**src/rtl/pc_unit.sv**
```systemverilog
// pc_unit: program-counter unit at the head of the MIPS fetch stage.
// Selects the next fetch address from sequential, conditional branch
// (beq/bne), jump, call (jump+link) and return. Returns are served from a
// small circular return-address stack (RAS). If the stack is empty, the
// address comes from the register file instead.
//
// Optional build macro: PC_ALIGN_CHECK_EN
//   defined   : a misaligned next-pc is refused and align_fault latches (sticky)
//   undefined : targets load unchecked, align_fault tied low
//
// Ports:
//   clk, rst       rising-edge clock, asynchronous active-high reset
//   stall          hold pc and RAS, ignore control inputs this cycle
//   branch_flag    conditional branch; branch_ne selects bne/beq sense
//   zero_flag      ALU zero result
//   branch_offset  signed, pre-shifted byte offset
//   jmp_flag       unconditional jump to jmp_address + BASE
//   jmp_address    jump target (relative to BASE)
//   link           with jmp_flag: call, push pc+4 onto RAS
//   ret_flag       return; ret_address + BASE is used on an empty RAS
//   pc             current fetch address (registered)
//   pc_plus4       pc + 4 (combinational)
//   ras_count      number of valid RAS entries
//   ras_miss       one-cycle pulse after a return served from ret_address
//   align_fault    sticky misalignment flag (see macro above)
module pc_unit #(
   parameter int unsigned       WIDTH        = 32,
   parameter logic [WIDTH-1:0]  RESET_VECTOR = WIDTH'(32'h31b0),
   parameter logic [WIDTH-1:0]  BASE         = WIDTH'(32'h31b0),
   parameter int unsigned       RAS_DEPTH    = 4
) (
   input  logic                             clk,
   input  logic                             rst,
   input  logic                             stall,
   input  logic                             branch_flag,
   input  logic                             branch_ne,
   input  logic                             zero_flag,
   input  logic [WIDTH-1:0]                 branch_offset,
   input  logic                             jmp_flag,
   input  logic [WIDTH-1:0]                 jmp_address,
   input  logic                             link,
   input  logic                             ret_flag,
   input  logic [WIDTH-1:0]                 ret_address,
   output logic [WIDTH-1:0]                 pc,
   output logic [WIDTH-1:0]                 pc_plus4,
   output logic [$clog2(RAS_DEPTH+1)-1:0]   ras_count,
   output logic                             ras_miss,
   output logic                             align_fault
);

   localparam int unsigned CNT_W = $clog2(RAS_DEPTH + 1);
   localparam int unsigned PTR_W = (RAS_DEPTH > 1) ? $clog2(RAS_DEPTH) : 1;

   // RAS storage; wr_ptr is the next free slot, so the top of stack sits one below it
   logic [WIDTH-1:0] ras_mem [RAS_DEPTH];
   logic [PTR_W-1:0] wr_ptr;
   logic [PTR_W-1:0] wr_ptr_inc;
   logic [PTR_W-1:0] top_ptr;

   logic [WIDTH-1:0] tgt;
   logic             tgt_push;
   logic             tgt_pop;
   logic             tgt_miss;
   logic             taken;
   logic             advance;

   logic [WIDTH-1:0] pc_nxt;
   logic [CNT_W-1:0] cnt_nxt;
   logic [PTR_W-1:0] ptr_nxt;
   logic             miss_nxt;
   logic             push;

   assign pc_plus4   = pc + WIDTH'(4);
   assign wr_ptr_inc = (wr_ptr == PTR_W'(RAS_DEPTH - 1)) ? '0 : wr_ptr + PTR_W'(1);
   assign top_ptr    = (wr_ptr == '0) ? PTR_W'(RAS_DEPTH - 1) : wr_ptr - PTR_W'(1);
   assign taken      = branch_ne ? ~zero_flag : zero_flag;

   // Candidate target by priority: branch > return > jump > sequential
   always_comb begin
      tgt      = pc_plus4;
      tgt_push = 1'b0;
      tgt_pop  = 1'b0;
      tgt_miss = 1'b0;
      if (branch_flag) begin
         if (taken) begin
            tgt = pc_plus4 + branch_offset + BASE;
         end
      end else if (ret_flag) begin
         if (ras_count != '0) begin
            tgt     = ras_mem[top_ptr];
            tgt_pop = 1'b1;
         end else begin
            tgt      = ret_address + BASE;
            tgt_miss = 1'b1;
         end
      end else if (jmp_flag) begin
         tgt      = jmp_address + BASE;
         tgt_push = link;
      end
   end

`ifdef PC_ALIGN_CHECK_EN
   logic fault_nxt;
   logic misaligned;

   assign misaligned = (tgt[1:0] != 2'b00);

   // A misaligned target is refused and faults; once faulted, everything freezes
   always_comb begin
      fault_nxt = align_fault;
      advance   = ~stall & ~align_fault & ~misaligned;
      if (~stall && ~align_fault && misaligned) begin
         fault_nxt = 1'b1;
      end
   end

   always_ff @(posedge clk or posedge rst) begin
      if (rst) begin
         align_fault <= 1'b0;
      end else begin
         align_fault <= fault_nxt;
      end
   end
`else
   assign advance     = ~stall;
   assign align_fault = 1'b0;
`endif

   // Next state: pc, stack pointer/count and miss pulse
   always_comb begin
      pc_nxt   = pc;
      cnt_nxt  = ras_count;
      ptr_nxt  = wr_ptr;
      miss_nxt = 1'b0;
      push     = 1'b0;
      if (advance) begin
         pc_nxt   = tgt;
         miss_nxt = tgt_miss;
         if (tgt_push) begin
            push    = 1'b1;
            ptr_nxt = wr_ptr_inc;
            // full stack: the push overwrites the oldest entry, count saturates
            if (ras_count != CNT_W'(RAS_DEPTH)) begin
               cnt_nxt = ras_count + CNT_W'(1);
            end
         end else if (tgt_pop) begin
            ptr_nxt = top_ptr;
            cnt_nxt = ras_count - CNT_W'(1);
         end
      end
   end

   always_ff @(posedge clk or posedge rst) begin
      if (rst) begin
         pc        <= RESET_VECTOR;
         ras_count <= '0;
         wr_ptr    <= '0;
         ras_miss  <= 1'b0;
      end else begin
         pc        <= pc_nxt;
         ras_count <= cnt_nxt;
         wr_ptr    <= ptr_nxt;
         ras_miss  <= miss_nxt;
      end
   end

   // Stack contents need no reset; validity is tracked by ras_count
   always_ff @(posedge clk) begin
      if (push) begin
         ras_mem[wr_ptr] <= pc_plus4;
      end
   end

endmodule

```
**config.mk**
```make
export PLATFORM = sky130hd
export DESIGN_NAME = pc_unit
export DESIGN_NICKNAME = d
export VERILOG_FILES = /design/src/rtl/pc_unit.sv
export SDC_FILE = /design/constraint.sdc
export NUM_CORES = 1
export LEC_CHECK = 0
export ABC_AREA = 1
export BUFFER_PORTS_ARGS = -buffer_cell sky130_fd_sc_hd__buf_2
export CAP_MARGIN = 20
export CORE_ASPECT_RATIO = 0.5
export CORE_UTILIZATION = 59
export DETAILED_ROUTE_END_ITERATION = 10
export GPL_TIMING_DRIVEN = 0
export PLACE_DENSITY = 0.83
export SKIP_CTS_REPAIR_TIMING = 1
export SYNTH_ARGS = -nofsm -noshare
export SYNTH_HDL_FRONTEND = slang
export SYNTH_SLANG_ARGS = --single-unit
```
**constraint.sdc**
```tcl
create_clock -name clk -period 4.3 [get_ports clk]
set_input_delay 0.86 -clock clk [delete_from_list [all_inputs] [get_ports clk]]
set_output_delay 0.86 -clock clk [all_outputs]
set_load 0.01 [all_outputs]
```
### Yosys cells after proc, flatten, opt, wreduce, memory -nomap -nowiden

Memories as Yosys holds them, arrays and structs flattened.
Index checks and enable logic that the tools add are counted.

* add/sub/neg operators: 9
* $mul: 0
* divide/modulo/power cells: 0
* order comparisons: 0
* equality and inequality tests: 3
* shift operators: 0
* mux-type cells: 27
* bitwise gates (word level): 2
* reductions and logical operators: 5

Operators by type and width (count)
* 2-to-1 mux 32 bit: 5
* adder 32 x 14 -> 32 bit, second input constant: 3
* adder 32 x 3 -> 32 bit, second input constant: 1
* adder 32 bit: 1
* 2-to-1 mux 1 bit: 15
* 2-to-1 mux 3 bit: 3
* 2-to-1 mux 2 bit: 4
* adder 3 x 1 -> 3 bit, second input constant: 1
* inequality test 3 bit, second input constant: 1
* AND reduction 3 bit: 1
* nonzero test 3 bit: 1
* subtractor 3 x 1 -> 3 bit, second input constant: 1
* adder 2 x 1 -> 2 bit, second input constant: 1
* equality test 2 bit, second input constant: 1
* logical NOT 2 bit: 1
* inequality test 2 x 1 -> 1 bit, second input constant: 1
* inverter 1 bit: 2
* AND reduction 2 bit: 1
* nonzero test 2 bit: 1
* subtractor 2 x 1 -> 2 bit, second input constant: 1

* flip-flop bits (word level): 38
* latch bits: 0
* memory bits (writable): 128
* memory bits (read-only): 0
* input bits: 105
* output and inout bits: 69
* memories: 1

Memory list
* ras_mem: words 4, bits a word 32, rd ports 1, clocked after memory_dff 0, wr ports 1, line 55 `logic [WIDTH-1:0] ras_mem [RAS_DEPTH];`

### Longest topological paths before layout

* depth in word-level cells: 7
* depth in mapped cells: 22
* mapped depth without buffers: 22

### Least setup slack after synthesis

No wires, ideal clock.

* path kind: reg2reg
* start point: reg pc[3]
* end point: reg pc[23]
* library setup time: 0.121 ns
* arrival time: 3.184 ns
* setup slack: 0.995 ns
* stages on the path, launching flop included: 20
* path buffers: 0
* cells stage by stage: dfrtp_1 -> ha_1 -> nand2_4 -> nor2_4 -> nand2_4 -> xnor2_1 -> ha_1 -> ha_1 -> nand2_1 -> inv_1 -> nand2_1 -> nand2_1 -> a21oi_1 -> nand2_1 -> nand2_1 -> nand2_1 -> nand2_1 -> nand3_1 -> a21boi_0 -> nand2_1

* word-level cells in the longest chain between the ends: 5
* elaborated cells on any way between the ends: 7

RTL lines
* start, declared: line 44 `output logic [WIDTH-1:0] pc,`
* start signal, assigned: line 160 `pc <= pc_nxt;`
* adder 32 x 3 -> 32 bit: line 73 `assign pc_plus4 = pc + WIDTH'(4);`
* named net pc_plus4[10]: line 45 `output logic [WIDTH-1:0] pc_plus4,`
* adder 32 bit: line 86 `tgt = pc_plus4 + branch_offset + BASE;`
* adder 32 x 14 -> 32 bit: line 86
* 2-to-1 mux 32 bit: line 85 `if (taken) begin`
* 2-to-1 mux 32 bit: line 84 `if (branch_flag) begin`

The timed path passes the listed nets, and every way through them passes these cells.
A chain may end at the register's enable or synchronous reset.

### Worst setup path after layout

* start point: reg pc[8]
* end point: reg pc[23]

* word-level cells in the longest chain between the ends: 5
* elaborated cells on any way between the ends: 7

RTL lines (line)
* adder 32 x 3 -> 32 bit (*): 73
* adder 32 bit: 86
* adder 32 x 14 -> 32 bit: 86
* 2-to-1 mux 32 bit: 85
* 2-to-1 mux 32 bit (*): 84

Every way passes the cells marked *; elsewhere a longest branch is shown, timed or not.

==> flow_metrics.env <==
export IMPL_ys_ff_latch=166
export IMPL_place_gp_congestion=1.065
export IMPL_fp_row_count=37
export IMPL_overflow=0
export IMPL_synth_warnings=0
export IMPL_ant_nets=0
export IMPL_maxUsedRoutingLayer="met4"
export IMPL_maxCapViolations=0
export IMPL_cts_tree="built"
export IMPL_synth_edff_count=128
export IMPL_ctsLongestPathBuffers=2
export IMPL_endpoint_kind="flop"
export IMPL_crit_path_start_kind="flop"
export IMPL_die_width_microns=210.3
export IMPL_drive_above_1_share_pct=14.33
export IMPL_route_met2_wl_mm=19.47
export IMPL_cts_buffers_inserted=17
export IMPL_antenna_found_initial=1
export IMPL_synthCells=1810
export IMPL_post_route_min_period_ps=4065
export IMPL_hold_path_class="input port to asynchronous set/reset pin"
export IMPL_yosysSeqAreaShare_pct=37.53
export IMPL_clkLatencyLatePin_ps=450
export IMPL_cts_clk_slew_worst_paths_ps=80
export IMPL_grt_pass1_vias=12151
export IMPL_crit_required_ps=4640
export IMPL_wl_met1_mm=17.94
export IMPL_syn_area_per_cell_sq_um=7.070
export IMPL_via_per_inst=5.831
export IMPL_vias=13464
export IMPL_clkSinkCount=166
export IMPL_netlist_area_sq_um=12800
export IMPL_post_drt_wl_per_cell_microns=19.48
export IMPL_r2r_start="pc[8]"
export IMPL_numPlacedInstances=2277
export IMPL_synthArstFlopShare_pct=22.89
export IMPL_rsz0062_at_grt="no"
export IMPL_relSlewSlack_pct=29.61
export IMPL_dr_wl_met3_mm=6.450
export IMPL_drt_iter0_drc=1836
export IMPL_dieArea_sq_um=22320
export IMPL_core_sq_um=20880
export IMPL_worstPathArrival_ps=4400
export IMPL_yosysUniqueCellTypes=50
export IMPL_path_max_fanout=8
export IMPL_fin_crit_sh_pct=94.53
export IMPL_slew_violations=0
export IMPL_grt_pass1_wl_mm=67.99
export IMPL_total_power_mw=9.889
export IMPL_power_density_nw_per_um2=668.8
export IMPL_vdd_ir_drop_max_mv=0.4018
export IMPL_place_hpwl_mm=34.98
export IMPL_outcome="finished, final reports clean"
export IMPL_critical_path_startpoint="pc[8]"
export IMPL_synth_nets=1985
export IMPL_wirelength_mm=44.98
export IMPL_diodes=0
export IMPL_fmax_ghz=0.2460
export IMPL_final_nets=2179
export IMPL_track_usage_pct=40.97
export IMPL_clockRootBuffer="clkbuf_16"
export IMPL_port_buffers=170
export IMPL_die_h_microns=106.1
export IMPL_setup_viol=0
export IMPL_floorplan_initialDensity_pct=61.29
export IMPL_crit_type="flop to flop"
export IMPL_pin_count=174
export IMPL_grt_max_degree=34
export IMPL_first_pass_iters=7
export IMPL_leakage_nw=7.083
export IMPL_cts_max_level=4
export IMPL_whs_ps=328.3
export IMPL_drc=0
export IMPL_synth_main_ff_cell="edfxtp_1"
export IMPL_tightest_slew_ps=1048
export IMPL_hold_viol=0
export IMPL_instances_no_fill=2309
export IMPL_syn_to_final_growth_pct=15.56
export IMPL_fin_skew_ps=13.74
cell usage after synthesis (9+ instances only):
| library cell | count | share of area (%) |
|---|---|---|
| o22ai_1 | 19 | 0.93 |
| o211ai_1 | 14 | 0.82 |
| xnor2_1 | 9 | 0.62 |
| dfrtp_1 | 32 | 6.3 |
| ha_1 | 68 | 6.6 |
| o21ai_0 | 99 | 3.9 |
| buf_2 | 13 | 0.51 |
| xor2_1 | 19 | 1.3 |
| nand4_1 | 36 | 1.8 |
| edfxtp_1 | 128 | 30 |
| nor2_1 | 193 | 5.7 |
| a21oi_1 | 83 | 3.2 |
| clkbuf_1 | 25 | 0.73 |
| inv_1 | 231 | 6.8 |
| nand3_1 | 168 | 6.6 |
| nand2_1 | 545 | 16 |
| nor3_1 | 24 | 0.94 |
| nand3b_1 | 10 | 0.59 |
area by class of cell:
class                      instances  area [sq um]
fill                            1780          6092
timing repair buffer             175         973.4
tap                              292         365.4
clock buffer                      17         425.4
inverter                         238         893.4
buffer                            49         245.2
clock inverter                    15         180.2
multi-input combinational       1357          6902
sequential                       166          4802
per-stage QoR:
| stage | setup TNS [ps] | setup WS (ps) | cell area [sq um] | util, % |
|---|---|---|---|---|
| after detailed placement | 0 | 137.1 | 14160 | 67.84 |
| after global placement | -20550 | -195.6 | 14010 | 67.11 |
| final | 0 | 235.2 | 14790 | 70.82 |
| after CTS | 0 | 110.9 | 14770 | 70.74 |
| after floorplan | 0 | 995.3 | 12800 | - |
| after global routing | 0 | 14.06 | 14790 | 70.82 |
cells by family after synthesis:
logic type                 Yosys count  synth area share, %
and+or+nand+nor                   1017                34.19
buffers and inverters              287                8.898
AOI/OAI and AO/OA                  238                10.13
DFF                                166                37.53
adders and majority gates           70                6.962
xor gates and xnor gates            30                2.171
other                                1              0.02931
muxes                                1              0.08800
state kept, by name, indices dropped and copies added, names as in the netlist:
register and flops:
ras_count 3, wr_ptr 2, ras_mem 128, ras_miss 1, pc 32
worst paths after layout:
kind / to / slack, ps / cells past startpoint
min reg2reg: pc[7] / 550 / 2
max reg2reg: pc[23] / 240 / 17
max in group asynchronous: pc[8] / 3420 / 3
max: pc[23] / 240 / 17
min: wr_ptr[1] / 330 / 2
min in group clk: pc[7] / 550 / 2
cell usage in the layout (no fill, tap or decap), drive strengths merged:
cell,netlist,final
nand2,555,555
inv,235,242
nor2,205,205
buf,24,199
nand3,172,172
edfxtp,128,128
o21ai,105,105
a21oi,83,83
ha,68,68
clkbuf,25,42
nand4,36,36
dfrtp,32,32
nor3,27,27
xor2,20,20
o22ai,19,19
o211ai,14,14
nand3b,10,10
xnor2,10,10
or2,9,9
clkinv,3,8
dfstp,6,6
o221ai,3,3
a31oi,3,3
a22oi,3,3
o21bai,2,2
a21o,2,2
o2111ai,2,2
fa,2,2
clkinvlp,0,2
and2,2,2
a21boi,1,1
nor3b,1,1
mux2,1,1
o22a,1,1
conb,1,1
bufinv,0,1
per-layer routing:
layer,GRT usage (%),up-vias
li1,-,6362
met1,56.58,6156
met2,63.15,843
met3,11.37,103
met4,11.16,0
met5,0,-
where the power goes:
part / internal [mW] / switching, mW / total, mW
Combinational: 1.78 / 4.16 / 5.94
Clock: 0.834 / 0.737 / 1.57
Sequential: 2.09 / 0.290 / 2.38
critical path: stages, from the launching register on:
cell      delay, ps
dfstp_2         620
nand2_2         100
nor2_4          170
nand2_1          90
xnor2_1         820
ha_1            400
ha_1            360
nand2_1         130
nor2_1          150
inv_1           100
nor3_1          150
nand2_1         120
nand2_1         190
nand2_1         100
nand3_1          80
nand3_1         130
a21boi_0        190
nand2_1          70
Note: power is estimated with default switching activity, not from simulation.
